===== src/rtl/ioctl_loader_pkg.sv =====
// Shared constants and types for the HPS ioctl download responder.
// Stream indices, DIP byte count, region count and the write-handshake FSM states.
package ioctl_loader_pkg;

  localparam int ADDR_W    = 27;
  localparam int OFFSET_W  = 24;
  localparam int N_REGIONS = 4;
  localparam int DIP_BYTES = 8;

  localparam logic [15:0] IDX_ROM   = 16'd0;
  localparam logic [15:0] IDX_DIPSW = 16'd254;

  typedef enum logic {
    IDLE = 1'b0,
    PEND = 1'b1
  } state_e;

endpackage


===== src/rtl/ioctl_region_decode.sv =====
// Combinational ROM address decoder: byte address -> one-hot region select,
// offset within that region, and an out-of-range flag for addresses >= ROM_END.
module ioctl_region_decode
  import ioctl_loader_pkg::*;
#(
  parameter logic [ADDR_W-1:0] R1_BASE = 27'h001_0000,
  parameter logic [ADDR_W-1:0] R2_BASE = 27'h002_0000,
  parameter logic [ADDR_W-1:0] R3_BASE = 27'h004_0000,
  parameter logic [ADDR_W-1:0] ROM_END = 27'h006_0000
) (
  input  logic [ADDR_W-1:0]    i_addr,
  output logic [N_REGIONS-1:0] o_sel,
  output logic [OFFSET_W-1:0]  o_offset,
  output logic                 o_oor
);

  always_comb begin
    o_sel    = '0;
    o_offset = '0;
    o_oor    = 1'b0;
    if (i_addr >= ROM_END) begin
      o_oor = 1'b1;
    end else if (i_addr >= R3_BASE) begin
      o_sel    = 4'b1000;
      o_offset = OFFSET_W'(i_addr - R3_BASE);
    end else if (i_addr >= R2_BASE) begin
      o_sel    = 4'b0100;
      o_offset = OFFSET_W'(i_addr - R2_BASE);
    end else if (i_addr >= R1_BASE) begin
      o_sel    = 4'b0010;
      o_offset = OFFSET_W'(i_addr - R1_BASE);
    end else begin
      o_sel    = 4'b0001;
      o_offset = OFFSET_W'(i_addr);
    end
  end

endmodule


===== src/rtl/ioctl_loader.sv =====
// HPS ioctl download responder: forwards ROM bytes (index 0) to four regions with
// a held request/ack handshake, captures DIP bytes (index 254), reports load done.
// Optional running ROM checksum is enabled by defining IOCTL_LOADER_CHECKSUM_EN.
module ioctl_loader
  import ioctl_loader_pkg::*;
#(
  parameter logic [ADDR_W-1:0] R1_BASE = 27'h001_0000,
  parameter logic [ADDR_W-1:0] R2_BASE = 27'h002_0000,
  parameter logic [ADDR_W-1:0] R3_BASE = 27'h004_0000,
  parameter logic [ADDR_W-1:0] ROM_END = 27'h006_0000
) (
  input  logic                   i_HPSIO_CLK,
  input  logic                   i_RST,
  input  logic                   i_IOCTL_DOWNLOAD,
  input  logic [15:0]            i_IOCTL_INDEX,
  input  logic [ADDR_W-1:0]      i_IOCTL_ADDR,
  input  logic [7:0]             i_IOCTL_DATA,
  input  logic                   i_IOCTL_WR,
  output logic                   o_IOCTL_WAIT,
  output logic [N_REGIONS-1:0]   o_ROM_SEL,
  output logic [OFFSET_W-1:0]    o_ROM_ADDR,
  output logic [7:0]             o_ROM_DATA,
  output logic                   o_ROM_WR,
  input  logic                   i_ROM_ACK,
  output logic [8*DIP_BYTES-1:0] o_DIPSW,
  output logic                   o_ROM_LOADED,
  output logic                   o_ADDR_ERR,
  output logic                   o_PROTO_ERR,
  output logic [7:0]             o_ROM_CHECKSUM
);

  // Handshake: o_ROM_WR rises one cycle after the strobe and holds SEL/ADDR/DATA
  // constant until the cycle i_ROM_ACK is seen high; o_IOCTL_WAIT mirrors o_ROM_WR.
  state_e                 state_q, state_d;
  logic                   wr_prev_q, dl_prev_q;
  logic [N_REGIONS-1:0]   sel_q, sel_d;
  logic [OFFSET_W-1:0]    addr_q, addr_d;
  logic [7:0]             data_q, data_d;
  logic [8*DIP_BYTES-1:0] dipsw_q, dipsw_d;
  logic                   loaded_q, loaded_d;
  logic                   load_pend_q, load_pend_d;
  logic                   got_byte_q, got_byte_d;
  logic                   addr_err_q, addr_err_d;
  logic                   proto_err_q, proto_err_d;

  logic [N_REGIONS-1:0] dec_sel;
  logic [OFFSET_W-1:0]  dec_offset;
  logic                 dec_oor;
  logic                 wr_edge, dl_rise, dl_fall, rom_start, rom_strobe, dip_strobe;
  logic                 accept;

  ioctl_region_decode #(
    .R1_BASE(R1_BASE),
    .R2_BASE(R2_BASE),
    .R3_BASE(R3_BASE),
    .ROM_END(ROM_END)
  ) u_decode (
    .i_addr  (i_IOCTL_ADDR),
    .o_sel   (dec_sel),
    .o_offset(dec_offset),
    .o_oor   (dec_oor)
  );

  assign wr_edge    = i_IOCTL_WR & ~wr_prev_q;
  assign dl_rise    = i_IOCTL_DOWNLOAD & ~dl_prev_q;
  assign dl_fall    = ~i_IOCTL_DOWNLOAD & dl_prev_q;
  assign rom_start  = dl_rise && (i_IOCTL_INDEX == IDX_ROM);
  assign rom_strobe = wr_edge && i_IOCTL_DOWNLOAD && (i_IOCTL_INDEX == IDX_ROM);
  assign dip_strobe = wr_edge && i_IOCTL_DOWNLOAD && (i_IOCTL_INDEX == IDX_DIPSW);

  always_comb begin
    state_d     = state_q;
    sel_d       = sel_q;
    addr_d      = addr_q;
    data_d      = data_q;
    dipsw_d     = dipsw_q;
    addr_err_d  = addr_err_q;
    proto_err_d = proto_err_q;
    accept      = 1'b0;
    case (state_q)
      IDLE: begin
        if (rom_strobe) begin
          if (dec_oor) begin
            addr_err_d = 1'b1;
          end else begin
            state_d = PEND;
            sel_d   = dec_sel;
            addr_d  = dec_offset;
            data_d  = i_IOCTL_DATA;
            accept  = 1'b1;
          end
        end
        if (dip_strobe && (i_IOCTL_ADDR < ADDR_W'(DIP_BYTES))) begin
          dipsw_d[8*i_IOCTL_ADDR[2:0] +: 8] = i_IOCTL_DATA;
        end
      end
      PEND: begin
        if (wr_edge) proto_err_d = 1'b1;
        if (i_ROM_ACK) state_d = IDLE;
      end
      default: state_d = IDLE;
    endcase
  end

  // A download that ends while a write is still pending only reports loaded
  // once the FSM is back in IDLE.
  always_comb begin
    loaded_d    = loaded_q;
    load_pend_d = load_pend_q;
    got_byte_d  = got_byte_q;
    if (dl_rise) got_byte_d = 1'b0;
    if (rom_start) begin
      loaded_d    = 1'b0;
      load_pend_d = 1'b0;
    end
    if (accept) got_byte_d = 1'b1;
    if (dl_fall && (i_IOCTL_INDEX == IDX_ROM) && got_byte_q) load_pend_d = 1'b1;
    if (load_pend_d && (state_q == IDLE)) begin
      loaded_d    = 1'b1;
      load_pend_d = 1'b0;
    end
  end

  always_ff @(posedge i_HPSIO_CLK) begin
    if (i_RST) begin
      state_q     <= IDLE;
      wr_prev_q   <= 1'b0;
      dl_prev_q   <= 1'b0;
      sel_q       <= '0;
      addr_q      <= '0;
      data_q      <= '0;
      dipsw_q     <= '1;
      loaded_q    <= 1'b0;
      load_pend_q <= 1'b0;
      got_byte_q  <= 1'b0;
      addr_err_q  <= 1'b0;
      proto_err_q <= 1'b0;
    end else begin
      state_q     <= state_d;
      wr_prev_q   <= i_IOCTL_WR;
      dl_prev_q   <= i_IOCTL_DOWNLOAD;
      sel_q       <= sel_d;
      addr_q      <= addr_d;
      data_q      <= data_d;
      dipsw_q     <= dipsw_d;
      loaded_q    <= loaded_d;
      load_pend_q <= load_pend_d;
      got_byte_q  <= got_byte_d;
      addr_err_q  <= addr_err_d;
      proto_err_q <= proto_err_d;
    end
  end

`ifdef IOCTL_LOADER_CHECKSUM_EN
  logic [7:0] checksum_q, checksum_d;

  always_comb begin
    checksum_d = checksum_q;
    if (rom_start) checksum_d = '0;
    if (accept) checksum_d = checksum_d + i_IOCTL_DATA;
  end

  always_ff @(posedge i_HPSIO_CLK) begin
    if (i_RST) checksum_q <= '0;
    else       checksum_q <= checksum_d;
  end

  assign o_ROM_CHECKSUM = checksum_q;
`else
  assign o_ROM_CHECKSUM = 8'h00;
`endif

  assign o_IOCTL_WAIT = (state_q == PEND);
  assign o_ROM_WR     = (state_q == PEND);
  assign o_ROM_SEL    = sel_q;
  assign o_ROM_ADDR   = addr_q;
  assign o_ROM_DATA   = data_q;
  assign o_DIPSW      = dipsw_q;
  assign o_ROM_LOADED = loaded_q;
  assign o_ADDR_ERR   = addr_err_q;
  assign o_PROTO_ERR  = proto_err_q;

endmodule

===== config.mk =====
export PLATFORM = sky130hd
export DESIGN_NAME = ioctl_loader
export DESIGN_NICKNAME = d
export VERILOG_FILES = /design/src/rtl/ioctl_loader_pkg.sv /design/src/rtl/ioctl_region_decode.sv /design/src/rtl/ioctl_loader.sv
export SDC_FILE = /design/constraint.sdc
export NUM_CORES = 1
export LEC_CHECK = 0
export CAP_MARGIN = 20
export CORE_MARGIN = 2
export CORE_UTILIZATION = 45
export DETAILED_ROUTE_END_ITERATION = 8
export HOLD_SLACK_MARGIN = 0.06
export PLACE_DENSITY = 0.77
export SLEW_MARGIN = 20
export SYNTH_ARGS = -nofsm -noshare
export SYNTH_HDL_FRONTEND = slang
export SYNTH_SLANG_ARGS = --single-unit

===== constraint.sdc =====
create_clock -name i_HPSIO_CLK -period 5.6 [get_ports i_HPSIO_CLK]
set_input_delay 0.84 -clock i_HPSIO_CLK [delete_from_list [all_inputs] [get_ports i_HPSIO_CLK]]
set_output_delay 0.84 -clock i_HPSIO_CLK [all_outputs]
set_load 0.03 [all_outputs]

==> impl_metrics.tcl <==
set metrics [dict create \
    grt_usage_pct 23.0 \
    dieHeight_um 105 \
    ys_warn_count 0 \
    final_cell_mix "159 x clkdlybuf4s50_1, 108 x dfxtp_1, 69 x nand2_1, 56 x a211o_1, 50 x nor2_1" \
    required_ns 5.86 \
    synth_seq_cells 108 \
    finalSetupViolCount 0 \
    coreArea_mm2 0.00986 \
    power_mw 1.45 \
    h-tree-depth 3 \
    drc 0 \
    use_met3_pct 8.23 \
    vias 4247 \
    drtIter0Drc 201 \
    start_util_pct 46.9 \
    area_growth_pct 40.8 \
    drive_above_1_share_pct 5.94 \
    rsz0062_at_grt "false" \
    fillers 842 \
    die_area_mm2 0.0111 \
    diodes 0 \
    power.leakage_nw 2.31 \
    cts_buffer_depth 2 \
    slew_headroom_pct 28.8 \
    vias_per_cell 5.38 \
    root_buffer "clkbuf_8" \
    fin_crit_ns 3.44 \
    synth_ff_type "dfxtp_1" \
    synth_edf_count 0 \
    cts_inserted_buffers 9 \
    irDropWorstVdd_v 0.000162 \
    tightest_slew_ns 1.07 \
    yosys-top-cells-area "dfxtp_1 47%, a211o_1 11%, nand2_1 5.6%" \
    antenna_found_initial 0 \
    postCtsSetupBuffers 0 \
    final_common_cell "clkdlybuf4s50_1" \
    status "completed" \
    crit_type "input port to flip-flop" \
    drt-total-wl_mm 12.8 \
    clk_pin_slew_ns 0.09 \
    finalSetupTns_ns 0 \
    hold_buffers 0 \
    period_share_pct 61.5 \
    fp.dieW_um 105 \
    firstDrtPassIters 4 \
    synth_top_area_share_pct 46.8 \
    clkSinkCount 108 \
    avgSynthCellArea_um2 9.12 \
    finClkSkew_ns 0.00796 \
    yosysTopAreaCell "dfxtp_1" \
    port_buffers 160 \
    cts-resized-gates 0 \
    synth-async-reset-ratio_pct 0 \
    grt_pass1_vias 4052 \
    hp-class "flip-flop to flip-flop" \
    grtUsageMet2_pct 38.2 \
    grt_start_max_net_pins 107 \
    tritoncts "done" \
    ios 169 \
    maxCapViolCount 0 \
    ant_nets 0 \
    gp_congestion 0.904 \
    start_kind "input port" \
    fmax_ghz 0.291 \
    crit_arrival_ns 3.70 \
    post_synth_num_cell_types 53 \
    gr-usage-met1_pct 27.6 \
    routedWlPerCell_um 16.2 \
    crit_path_end_kind "flip-flop" \
    grt-ovfl-total 0 \
    nets 720 \
    synth.yosys.seq_area_share_pct 46.8 \
    grt-busiest-layer "met2" \
    clk_latency_ns 0.37 \
    final_max_slew_viol_count 0 \
    p_per_area_mw_per_mm2 222 \
    critPathMaxFanout 16 \
    grt_pass1_wl_mm 20.4 \
    hold_viol_final 0 \
    placementRows 36 \
    synth_area_mm2 0.00462 \
    hpwl_mm 9.30 \
    netlist_instances 507 \
]
[worst paths after layout]
| kind | from | end | slack [ns] | depth (start not counted) |
|---|---|---|---|---|
| worst max-delay path | i_IOCTL_ADDR[17] | o_DIPSW[2]$_SDFFE_PP1P_ | 2.16 | 8 |
| worst min-delay path | o_ROM_ADDR[22]$_SDFFE_PP0P_ | o_ROM_ADDR[22]$_SDFFE_PP0P_ | 0.45 | 2 |
| worst max register to register | o_IOCTL_WAIT$_SDFF_PP0_ | o_DIPSW[2]$_SDFFE_PP1P_ | 2.75 | 6 |
| worst min register to register | o_ROM_ADDR[22]$_SDFFE_PP0P_ | o_ROM_ADDR[22]$_SDFFE_PP0P_ | 0.45 | 2 |
[final cells by class]
type                            count  area (um2)  area share [%]
Multi-Input combinational cell    355        2250            34.6
Sequential cell                   108        2160            33.2
Timing Repair Buffer              164        1630            25.0
Tap cell                          133         166            2.56
Clock buffer                       11         141            2.17
Clock inverter                      5         106            1.63
Inverter                           14        52.6           0.808
[layer usage]
metal  vias up  share of wire [%]
li1       2080                  -
met1      2003                 41
met2       147                 48
met3        17                8.9
met4         0                1.7
met5         -                  0
[flip-flops by register name (all words and copies together), names as in the netlist, 4 cells and up]
signal,flops
o_ROM_SEL,4
o_DIPSW,64
o_ROM_ADDR,24
o_ROM_DATA,8
[kinds of logic (layout without fill, tap and decap cells)]
kind of cell,Yosys count,count (layout),synth area share (%)
and+or+nand+nor,212,212,24.5
buffers and inverters,51,194,5.25
DFF,108,108,46.8
AOI/OAI and AO/OA,122,122,20.0
adders and majority gates,12,12,3.25
xor gates and xnor gates,1,1,0.190
other,1,8,0.0811
[worst max-delay path, cell delays in order]
cell	delay [ns]
clkdlybuf4s50_1	0.55
inv_1	0.21
ha_1	0.24
nand4_1	0.18
or4_4	0.57
nor4_4	0.66
nor2b_1	0.12
a211o_2	0.33
[where the power goes]
| group | switching [mW] | total, mW | internal (mW) |
|---|---|---|---|
| registers | 0.000359 | 0.768 | 0.768 |
| logic | 0.0630 | 0.110 | 0.0468 |
| clock network | 0.258 | 0.570 | 0.311 |
[through the flow]
step,setup WS [ns],utilization [%],instance area [um2],std cells,hold slack (ns)
after floorplan,2.73,-,4650,514,0.457
after detailed placement,1.76,63.5,6260,774,0.438
after global placement,1.80,63.5,6260,774,0.426
final,2.16,66.0,6510,790,0.448
after CTS,2.15,66.0,6510,790,0.451
after global routing,1.90,66.0,6510,790,0.477
[cells in the mapped netlist (all sizes together) (4+ instances only)]
| cell type | instances |
|---|---|
| nor2b | 27 |
| a21oi | 32 |
| o21ai | 6 |
| dfxtp | 108 |
| inv | 14 |
| buf | 14 |
| and4 | 4 |
| nor4 | 10 |
| and3 | 9 |
| clkbuf | 23 |
| nand3 | 6 |
| nand2 | 70 |
| nor3 | 9 |
| ha | 12 |
| nor2 | 50 |
| nand4 | 11 |
| a211o | 64 |
(Power assumes the default switching activity.)
